==> config.mk <==
export PLATFORM = sky130hd
export DESIGN_NAME = uart_tx_buffer_flat
export DESIGN_NICKNAME = d
export VERILOG_FILES = /design/src/rtl/uart_tx_buffer_pkg.sv /design/src/rtl/uart_tx_buffer_if.sv /design/src/rtl/uart_tx_buffer_sync_fifo.sv /design/src/rtl/uart_tx_buffer.sv /design/src/flat_wrapper.sv
export SDC_FILE = /design/constraint.sdc
export NUM_CORES = 1
export LEC_CHECK = 0
export BUFFER_PORTS_ARGS = -buffer_cell sky130_fd_sc_hd__clkbuf_2
export CORE_MARGIN = 10
export CORE_UTILIZATION = 48
export DETAILED_ROUTE_END_ITERATION = 8
export PLACE_DENSITY = 0.78
export SYNTH_ARGS = -nofsm -noshare
export SYNTH_HDL_FRONTEND = slang
export SYNTH_SLANG_ARGS = --single-unit
==> constraint.sdc <==
create_clock -name clk -period 2.74 [get_ports clk]
set_input_delay 0.274 -clock clk [delete_from_list [all_inputs] [get_ports clk]]
set_output_delay 0.274 -clock clk [all_outputs]
set_load 0.02 [all_outputs]
==> src/rtl/uart_tx_buffer_pkg.sv <==
// Shared types and constants for the UART transmit buffer and neighbouring UART stages.
//   tx_buf_state_t : handshake FSM state encoding of the transmit buffer
//   UART_DBIT      : default character width used across the UART datapath
package uart_tx_buffer_pkg;

    localparam int unsigned UART_DBIT = 8;

    typedef enum logic [1:0] {
        StIdle = 2'd0,
        StLoad = 2'd1,
        StSend = 2'd2,
        StGap  = 2'd3
    } tx_buf_state_t;

endpackage

==> src/rtl/uart_tx_buffer_if.sv <==
// Bundle of CPU-side write port, transmitter handshake and status for uart_tx_buffer.
//   master : driven by the CPU register decode / transmitter side (wr_en, wr_data,
//            clr_ovf, tx_done), observes tx_start/tx_data and status
//   slave  : the buffer itself, driving tx_start, tx_data, full, empty, count, busy, ovf
interface uart_tx_buffer_if #(
    parameter int unsigned DBIT  = 8,
    parameter int unsigned DEPTH = 16
);
    localparam int unsigned CW = $clog2(DEPTH) + 1;

    logic            wr_en;
    logic [DBIT-1:0] wr_data;
    logic            clr_ovf;
    logic            tx_done;
    logic            tx_start;
    logic [DBIT-1:0] tx_data;
    logic            full;
    logic            empty;
    logic [CW-1:0]   count;
    logic            busy;
    logic            ovf;

    modport master (
        output wr_en, wr_data, clr_ovf, tx_done,
        input  tx_start, tx_data, full, empty, count, busy, ovf
    );

    modport slave (
        input  wr_en, wr_data, clr_ovf, tx_done,
        output tx_start, tx_data, full, empty, count, busy, ovf
    );

endinterface

==> src/rtl/uart_tx_buffer_sync_fifo.sv <==
// Synchronous single-clock FIFO with occupancy count.
//   clk, rst_n : clock, asynchronous active-low reset (pointers and count only)
//   push_i     : write wdata_i; ignored while full_o
//   wdata_i    : write data
//   pop_i      : advance read pointer; ignored while empty_o
//   rdata_o    : entry at the read pointer (show-ahead)
//   count_o    : number of entries held
//   full_o     : count_o == DEPTH
//   empty_o    : count_o == 0
module uart_tx_buffer_sync_fifo #(
    parameter int unsigned WIDTH = 8,
    parameter int unsigned DEPTH = 16
) (
    input  logic                       clk,
    input  logic                       rst_n,
    input  logic                       push_i,
    input  logic [WIDTH-1:0]           wdata_i,
    input  logic                       pop_i,
    output logic [WIDTH-1:0]           rdata_o,
    output logic [$clog2(DEPTH):0]     count_o,
    output logic                       full_o,
    output logic                       empty_o
);
    localparam int unsigned AW = $clog2(DEPTH);
    localparam int unsigned CW = AW + 1;

    logic [WIDTH-1:0] mem_q [DEPTH];
    logic [AW-1:0]    wr_ptr_q, wr_ptr_d;
    logic [AW-1:0]    rd_ptr_q, rd_ptr_d;
    logic [CW-1:0]    count_q, count_d;
    logic             push_ok;
    logic             pop_ok;

    // Status comes straight from the registered count, so it never depends on this
    // cycle's push/pop requests.
    assign full_o  = (count_q == CW'(DEPTH));
    assign empty_o = (count_q == '0);
    assign count_o = count_q;
    assign rdata_o = mem_q[rd_ptr_q];

    assign push_ok = push_i & ~full_o;
    assign pop_ok  = pop_i & ~empty_o;

    // DEPTH is a power of two, so pointer overflow is the modulo wrap.
    always_comb begin
        wr_ptr_d = wr_ptr_q;
        rd_ptr_d = rd_ptr_q;
        count_d  = count_q;
        if (push_ok) begin
            wr_ptr_d = wr_ptr_q + AW'(1);
        end
        if (pop_ok) begin
            rd_ptr_d = rd_ptr_q + AW'(1);
        end
        unique case ({push_ok, pop_ok})
            2'b10:   count_d = count_q + CW'(1);
            2'b01:   count_d = count_q - CW'(1);
            default: count_d = count_q;
        endcase
    end

    always_ff @(posedge clk or negedge rst_n) begin
        if (!rst_n) begin
            wr_ptr_q <= '0;
            rd_ptr_q <= '0;
            count_q  <= '0;
        end else begin
            wr_ptr_q <= wr_ptr_d;
            rd_ptr_q <= rd_ptr_d;
            count_q  <= count_d;
        end
    end

    // Storage needs no reset; only entries below count are ever observed.
    always_ff @(posedge clk) begin
        if (push_ok) begin
            mem_q[wr_ptr_q] <= wdata_i;
        end
    end

endmodule

==> src/rtl/uart_tx_buffer.sv <==
// Byte FIFO plus handshake FSM feeding the UART transmitter.
//   clk, rst_n : clock, asynchronous active-low reset clearing all state
//   bus.slave  : wr_en/wr_data push bytes, clr_ovf clears the sticky overflow flag,
//                tx_done ends the current frame; tx_start/tx_data present one byte to
//                the transmitter; full/empty/count/busy/ovf report buffer status
module uart_tx_buffer
    import uart_tx_buffer_pkg::*;
#(
    parameter int unsigned DBIT  = UART_DBIT,
    parameter int unsigned DEPTH = 16
) (
    input  logic           clk,
    input  logic           rst_n,
    uart_tx_buffer_if.slave bus
);
    localparam int unsigned CW = $clog2(DEPTH) + 1;

    tx_buf_state_t   state_q, state_d;
    logic [DBIT-1:0] tx_data_q, tx_data_d;
    logic            ovf_q, ovf_d;

    logic            pop;
    logic            tx_start;
    logic [DBIT-1:0] fifo_rdata;
    logic [CW-1:0]   fifo_count;
    logic            fifo_full;
    logic            fifo_empty;

    uart_tx_buffer_sync_fifo #(
        .WIDTH (DBIT),
        .DEPTH (DEPTH)
    ) u_fifo (
        .clk     (clk),
        .rst_n   (rst_n),
        .push_i  (bus.wr_en),
        .wdata_i (bus.wr_data),
        .pop_i   (pop),
        .rdata_o (fifo_rdata),
        .count_o (fifo_count),
        .full_o  (fifo_full),
        .empty_o (fifo_empty)
    );

    // FSM state register
    always_ff @(posedge clk or negedge rst_n) begin
        if (!rst_n) begin
            state_q <= StIdle;
        end else begin
            state_q <= state_d;
        end
    end

    // FSM next state; tx_done only matters while a frame is being sent.
    always_comb begin
        state_d = state_q;
        unique case (state_q)
            StIdle:  if (!fifo_empty) state_d = StLoad;
            StLoad:  state_d = StSend;
            StSend:  if (bus.tx_done) state_d = StGap;
            StGap:   state_d = StIdle;
            default: state_d = StIdle;
        endcase
    end

    // FSM outputs, decoded from registered state only. GAP keeps tx_start low for one
    // cycle so back-to-back frames always present a falling edge to the transmitter.
    always_comb begin
        pop      = 1'b0;
        tx_start = 1'b0;
        unique case (state_q)
            StLoad:  pop      = 1'b1;
            StSend:  tx_start = 1'b1;
            default: ;
        endcase
    end

    // Datapath: capture the popped byte and the sticky overflow flag.
    always_comb begin
        tx_data_d = pop ? fifo_rdata : tx_data_q;
        // A dropped write outranks a clear in the same cycle.
        if (bus.wr_en && fifo_full) begin
            ovf_d = 1'b1;
        end else if (bus.clr_ovf) begin
            ovf_d = 1'b0;
        end else begin
            ovf_d = ovf_q;
        end
    end

    always_ff @(posedge clk or negedge rst_n) begin
        if (!rst_n) begin
            tx_data_q <= '0;
            ovf_q     <= 1'b0;
        end else begin
            tx_data_q <= tx_data_d;
            ovf_q     <= ovf_d;
        end
    end

    assign bus.tx_start = tx_start;
    assign bus.tx_data  = tx_data_q;
    assign bus.full     = fifo_full;
    assign bus.empty    = fifo_empty;
    assign bus.count    = fifo_count;
    assign bus.busy     = (state_q != StIdle) | ~fifo_empty;
    assign bus.ovf      = ovf_q;

endmodule

==> src/flat_wrapper.sv <==
// flat-port wrapper written by rule: the top's interface ports become plain ports
module uart_tx_buffer_flat import uart_tx_buffer_pkg::*;
#(
    parameter int unsigned DBIT  = UART_DBIT,
    parameter int unsigned DEPTH = 16
)
  (clk, rst_n, bus_wr_en, bus_wr_data, bus_clr_ovf, bus_tx_done, bus_tx_start, bus_tx_data, bus_full, bus_empty, bus_count, bus_busy, bus_ovf);
  uart_tx_buffer_if #(.DBIT(DBIT), .DEPTH(DEPTH)) bus_i ();
  input  logic clk;
  input  logic rst_n;
  input wire logic [$bits(bus_i.wr_en)-1:0] bus_wr_en;
  input wire logic [$bits(bus_i.wr_data)-1:0] bus_wr_data;
  input wire logic [$bits(bus_i.clr_ovf)-1:0] bus_clr_ovf;
  input wire logic [$bits(bus_i.tx_done)-1:0] bus_tx_done;
  output wire logic [$bits(bus_i.tx_start)-1:0] bus_tx_start;
  output wire logic [$bits(bus_i.tx_data)-1:0] bus_tx_data;
  output wire logic [$bits(bus_i.full)-1:0] bus_full;
  output wire logic [$bits(bus_i.empty)-1:0] bus_empty;
  output wire logic [$bits(bus_i.count)-1:0] bus_count;
  output wire logic [$bits(bus_i.busy)-1:0] bus_busy;
  output wire logic [$bits(bus_i.ovf)-1:0] bus_ovf;
  assign bus_i.wr_en = bus_wr_en;
  assign bus_i.wr_data = bus_wr_data;
  assign bus_i.clr_ovf = bus_clr_ovf;
  assign bus_i.tx_done = bus_tx_done;
  assign bus_tx_start = bus_i.tx_start;
  assign bus_tx_data = bus_i.tx_data;
  assign bus_full = bus_i.full;
  assign bus_empty = bus_i.empty;
  assign bus_count = bus_i.count;
  assign bus_busy = bus_i.busy;
  assign bus_ovf = bus_i.ovf;
  uart_tx_buffer #(.DBIT(DBIT), .DEPTH(DEPTH)) u_core (.clk(clk), .rst_n(rst_n), .bus(bus_i));
endmodule
# Yosys cells after proc, flatten, opt, wreduce, memory -nomap -nowiden
# Memory sizes are Yosys's and may differ from the RTL's. A register that Yosys moved wholly into a read port is not among the register bits.
# Index checks and enable logic that the tools add are counted.
dict set report totals {
  reg_bits 16
  ramBits 128
  input_bits 13
  out_inout_bits 18
  wordCells 41
  memories 1
}
dict set report classes {
  addsub 4
  n_eq_ne 8
  n_mux 10
  bitwise_logic 5
  n_reduce_logical 8
}
# name words word_bits read_ports rd_clocked_by_memory_dff wr line_no
set mem_list {}
lappend mem_list {u_core.u_fifo.mem_q 16 8 1 1 1 uart_tx_buffer_sync_fifo.sv:27} ;# logic [WIDTH-1:0] mem_q [DEPTH];
# cell count
set ops {}
lappend ops {{case mux 5 bit (2 select lines)} 1}
lappend ops {{adder 4 x 1 -> 4 bit (second input constant)} 2}
lappend ops {{case mux 2 bit (4 select lines)} 1}
lappend ops {{equality test 2 bit (second input constant)} 3}
lappend ops {{two-way mux 1 bit} 6}
lappend ops {{nonzero test 2 bit} 3}
lappend ops {{adder 5 x 1 -> 5 bit (second input constant)} 1}
lappend ops {{equality test 5 bit (second input constant)} 1}
lappend ops {{logical NOT 5 bit} 1}
lappend ops {{subtractor 5 x 1 -> 5 bit (second input constant)} 1}
lappend ops {{equality test 2 x 1 -> 1 bit (second input constant)} 2}
lappend ops {{two-way mux 2 bit} 2}
lappend ops {{!= test 2 bit (second input constant)} 2}
lappend ops {{bitwise AND 1 bit} 2}
lappend ops {{logical NOT 2 bit} 1}
lappend ops {{inverter 1 bit} 2}
lappend ops {{AND reduction 2 bit} 1}
lappend ops {{logical AND 1 bit} 1}
lappend ops {{logical NOT 1 bit} 1}
lappend ops {{bitwise OR 1 bit} 1}

# Logic depth before layout (Yosys ltp)
dict set report depth {
  word_depth 5
  depth_mapped 12
  ltp_nobuf 10
}

# Modules after synthesis
# A second synthesis with hierarchy kept.
dict set report hier_totals {
  hier_cells 365
  area_unflattened_um2 6261.0
}
# mod instances cells_per_inst area_each_um2 seq_area_each_um2
set modules_own_cells {}
lappend modules_own_cells {uart_tx_buffer_sync_fifo 1 332 5779.3 4169.0}
lappend modules_own_cells {uart_tx_buffer 1 33 481.7 275.3}

# Least setup slack after synthesis
# Ideal clock, no wire load.
dict set report synth_path {
  kind {reg-to-reg}
  from {reg u_core.u_fifo.count_q[1], in the netlist u_core.u_fifo.count_o[1]}
  to {reg u_core.u_fifo.count_q[4], in the netlist u_core.u_fifo.count_o[4]}
  setup_time_ns 0.123
  t_arrival_ns 2.581
  required_time_ns 2.617
  setup_slack_ns 0.036
  stages_incl_launch_ff 13
  path_buffers 2
  synth_period_minus_slack_ns 2.704
  cell_sequence {dfrtp_1 > clkbuf_1 > nor4_4 > a21boi_2 > inv_1 > ha_1 > clkbuf_1 > xor2_1 > ha_1 > o211a_1 > o31ai_1 > a31oi_1 > xnor2_1}
}
dict set report synth_between {
  elab_chain_cells 5
  word_cells_on_any_way 12
  classes_between {add/sub (2); eq/ne (3); mux (1); bitwise (4); reduce/logical (2)}
}
# item line_no
set synth_lines {}
lappend synth_lines {{start: declaration} uart_tx_buffer_sync_fifo.sv:30} ;# logic [CW-1:0] count_q, count_d;
lappend synth_lines {{start signal: assignment} uart_tx_buffer_sync_fifo.sv:70} ;# count_q <= count_d;
lappend synth_lines {{equality test 5 bit / logical NOT 5 bit (equally long branches)} {uart_tx_buffer_sync_fifo.sv:36, uart_tx_buffer_sync_fifo.sv:37}}
lappend synth_lines {{inverter 1 bit, on equally long branches} {uart_tx_buffer_sync_fifo.sv:41, uart_tx_buffer_sync_fifo.sv:42}}
lappend synth_lines {{bitwise AND 1 bit, on equally long branches} {uart_tx_buffer_sync_fifo.sv:41, uart_tx_buffer_sync_fifo.sv:42}}
lappend synth_lines {{equality test 2 x 1 -> 1 bit / equality test 2 bit (equally long branches)} uart_tx_buffer_sync_fifo.sv:55} ;# unique case ({push_ok, pop_ok})
lappend synth_lines {{case mux 5 bit (2 select lines) / nonzero test 2 bit (equally long branches)} n/a}
# Parallel ways exist; a longest one is shown, timed or not.
# A chain may end at the register's enable or synchronous reset.

# Worst setup path after layout
dict set report layout_path {
  from {reg u_core.u_fifo.count_q[2], in the netlist u_core.u_fifo.count_o[2]}
  to {reg u_core.u_fifo.count_q[4], in the netlist u_core.u_fifo.count_o[4]}
}
dict set report layout_between {
  elab_chain_cells 5
  word_cells_on_any_way 12
  classes_between {add/sub (2); eq/ne (3); mux (1); bitwise (4); reduce/logical (2)}
}
# item line_no
set layout_lines {}
lappend layout_lines {{logical NOT 5 bit *} uart_tx_buffer_sync_fifo.sv:37} ;# assign empty_o = (count_q == '0);
lappend layout_lines {{inverter 1 bit *} uart_tx_buffer_sync_fifo.sv:42} ;# assign pop_ok = pop_i & ~empty_o;
lappend layout_lines {{bitwise AND 1 bit *} uart_tx_buffer_sync_fifo.sv:42}
lappend layout_lines {{via u_core.u_fifo.pop_ok} uart_tx_buffer_sync_fifo.sv:32} ;# logic pop_ok;
lappend layout_lines {{equality test 2 x 1 -> 1 bit / equality test 2 bit (equally long branches)} uart_tx_buffer_sync_fifo.sv:55}
lappend layout_lines {{case mux 5 bit (2 select lines) / nonzero test 2 bit (equally long branches)} n/a}
# The timed path passes the listed nets; every way through them passes the cells marked *.

==> summary.md <==
| Metric | Value |
|---|---|
| Most common cell in the netlist | edfxtp_1 |
| PortBufs | 30 |
| # setup viols final | 0 |
| Synth Cell Area | 6240 um^2 |
| Nets | 409 |
| Util after Layout | 56.97% |
| Cells after Synth | 329 |
| Final ANT Viol Nets | 0 |
| Remaining Overflow, GRT | 0 |
| H-tree levels | 4 |
| EDFF count, synth | 128 |
| CORE AREA | 12670 um^2 |
| WL per Instance | 21.25 um |
| GRT Total Usage | 14.47% |
| Largest net degree at the start of global routing | 28 |
| Final min period | 2.474 ns |
| Diodes inserted | 0 |
| Tcrit/Tclk final | 90.29% |
| M1 WL | 4890 um |
| # IOs | 31 |
| Most frequent CP cell | ha_1 |
| Final WS setup | 0.2662 ns |
| Bufs and invs on worst path | 0 |
| Critical Path RT | 3.05 ns |
| Most common flop cell mapped by yosys | edfxtp_1 |
| Number of max-cap violations | 0 |
| Clock Latency Late Sink | 0.43 ns |
| First-pass detailed-route iteration total | 5 |
| Fillers | 948 |
| Final wirelength | 12070 um |
| Clock Skews | 0.01145 ns |
| Seq/Total Area, Yosys | 71.23% |
| Leak | 2.597 nW |
| Final Cell Area | 7218 um^2 |
| Slowest-stage cell, CP | dfrtp_1 |
| Crit path largest cell delay | 0.49 ns |
| Avg Vias per Cell | 5.629 |
| Final hold viol count | 0 |
| Die W | 134.0 um |
| Share of the synthesized area in the top cell type | 61.60% |
| Die area | 17960 um^2 |
| Final max-slew violation count | 0 |
| Status | completed |
| Max transition margin | 44.42% |
| Slew @ Worst Pin | 0.8337 ns |
| Post-DP Area | 6654 um^2 |
| Worst setup EP type | register |
| Synth top area cells | edfxtp_1 (62%), dfrtp_1 (9.6%), mux4_1 (7.6%) |
| Syn Nets | 355 |
| HP Class | in -> reg |
| Initial Util | 49.24% |
| Crit path arrival time | 2.78 ns |
| Top delay family on crit path | compound AO/OA/AOI/OAI gates |
| Post-Syn Area per Cell | 18.97 um^2 |
| Post-synth top area cell | edfxtp_1 |
| CP Max Fanout | 8 |
| Rows | 41 |
| Syn. warnings | 0 |
| Tot Pwr | 7.623 mW |
| Fraction of registers with async set/reset | 15.79% |
| Setup Crit Path Kind | reg -> reg |
| Total CTS buffers | 17 |
| Seq cells post-synth | 152 |
| Post-route DRC | 0 |
| Layout cells sized above 1 | 27.53% |
| Max Fclk | 0.4042 GHz |
| Routability-driven placement congestion ratio | 0.7493 |
| Routed length on met2 | 6227 um |
| P per Cell Area | 1056 nW/um^2 |
| Worst-path clk slew | 0.06 ns |
| Top Layer Used | met4 |
| Via Count | 3197 |
| Initial antenna violation count | 0 |
| Setup TNS | 0 ns |
| VDD IR max | 563.0 uV |
| P&R area growth vs syn | 15.68% |
| Vias in the first global route | 3411 |
| Clock tree buffer depth | 2 |
| CTS tree | yes |
| Post-synth top cells | edfxtp_1 (128), dfrtp_1 (24), mux4_1 (18) |
| RSZ-0062 raised after global routing | false |
| Dpl hpwl | 7538 um |
| Clk root buf | clkbuf_16 |
| Post-CTS setup buffer count | 0 |
| Die extent in y | 134.0 um |
| Startpoint Class | register |
| Placement Setup Slack | 0.2536 ns |
| Clock sinks | 152 |
| Starting DRT DRC Count | 252 |
| Met3 WL | 746 um |
| First-pass GRT wire length | 19420 um |
| Synth unique cells | 38 |
| Crit-path cells | nor4_4 > a21boi_1 > ha_1 > xor2_1 > ha_1 > o211a_1 > o31ai_1 > a31oi_1 > xnor2_1 |
## power by group
part / internal (mW) / leakage (nW) / switching (mW)
Combinational: 1.07 / 0.896 / 1.21
Sequential: 2.89 / 1.43 / 0.303
Clock: 1.27 / 0.268 / 0.890
## state kept, by name, summed over array words and instances (netlist names)
name,cells
u_core.u_fifo.count_o,5
u_core.u_fifo.mem_q,128
u_core.bus.ovf,1
u_core.state_q,2
u_core.u_fifo.rd_ptr_q,4
u_core.bus.tx_data,8
u_core.u_fifo.wr_ptr_q,4
## stage by stage
stage | cells | hold WS (ns)
2_1_floorplan | 329 | -0.02159
3_3_place_gp | 535 | 0.3289
3_5_place_dp | 535 | 0.3391
4_1_cts | 568 | 0.08447
5_1_grt | 568 | 0.1148
6_report | 568 | 0.09724
## path summary, 6_finish.rpt
check	endpoint	cells past startpoint	from	slack (ns)
max reg2reg	u_core.u_fifo.count_o[4]	9	u_core.u_fifo.count_o[2]	0.27
max	u_core.u_fifo.count_o[4]	9	u_core.u_fifo.count_o[2]	0.27
min reg2reg	u_core.bus.ovf	1	u_core.bus.ovf	0.52
max in group asynchronous	u_core.bus.tx_data[6]	2	rst_n	1.89
min in group asynchronous	u_core.u_fifo.count_o[4]	2	rst_n	0.42
min	u_core.bus.ovf	2	bus_wr_en	0.1
## logic make-up after synthesis
logic type | synth area share [%]
adders and majority gates | 2.607
DFF | 71.23
xor gates and xnor gates | 1.544
AOI/OAI and AO/OA | 4.091
and+or+nand+nor | 3.449
muxes | 14.62
buffers and inverters | 2.466
## layout make-up
| type | instances | area [um^2] | share of cell area [%] |
|---|---|---|---|
| clock buffers | 21 | 450.4 | 6.240 |
| clock inverters | 11 | 96.34 | 1.335 |
| inverters | 10 | 37.54 | 0.5200 |
| multi-input cells | 149 | 1649 | 22.85 |
| flip-flops and latches | 152 | 4444 | 61.57 |
| well taps | 172 | 215.2 | 2.981 |
| repair buffers | 53 | 325.3 | 4.507 |
## placed cells by master, fill, tap and decap left out, types with 2 or more instances in the layout
| master | synthesis | layout |
|---|---|---|
| mux4_2 | 14 | 14 |
| ha_1 | 13 | 13 |
| nor2_1 | 14 | 14 |
| clkinv_2 | 0 | 5 |
| xnor2_1 | 7 | 7 |
| a21oi_1 | 12 | 12 |
| nand2_1 | 8 | 8 |
| nand4_1 | 2 | 2 |
| nand2b_1 | 4 | 4 |
| o21ai_0 | 5 | 5 |
| clkbuf_16 | 0 | 17 |
| clkinvlp_4 | 0 | 2 |
| clkbuf_2 | 0 | 30 |
| mux2_2 | 11 | 11 |
| nor3_1 | 4 | 4 |
| mux4_1 | 18 | 18 |
| and2_1 | 3 | 3 |
| inv_1 | 10 | 10 |
| clkbuf_1 | 4 | 3 |
| inv_6 | 0 | 3 |
| dfrtp_1 | 24 | 24 |
| xor2_1 | 4 | 4 |
| edfxtp_1 | 128 | 128 |
| buf_4 | 1 | 22 |
| o22ai_1 | 16 | 16 |
## timing repair
item	CTS	global route
hold buffers	1	0
gates resized for setup	0	1
endpoints found under the hold margin	24	0
endpoints found under the setup margin	0	1
## per-layer routing
| metal | global-route usage [%] | up-vias |
|---|---|---|
| met2 | 23.40 | 109 |
| met1 | 17.09 | 1646 |
| li1 | - | 1429 |
| met5 | 0 | - |
| met3 | 5.041 | 13 |
| met4 | 6.530 | 0 |
Power figures use the tool's default switching activity.
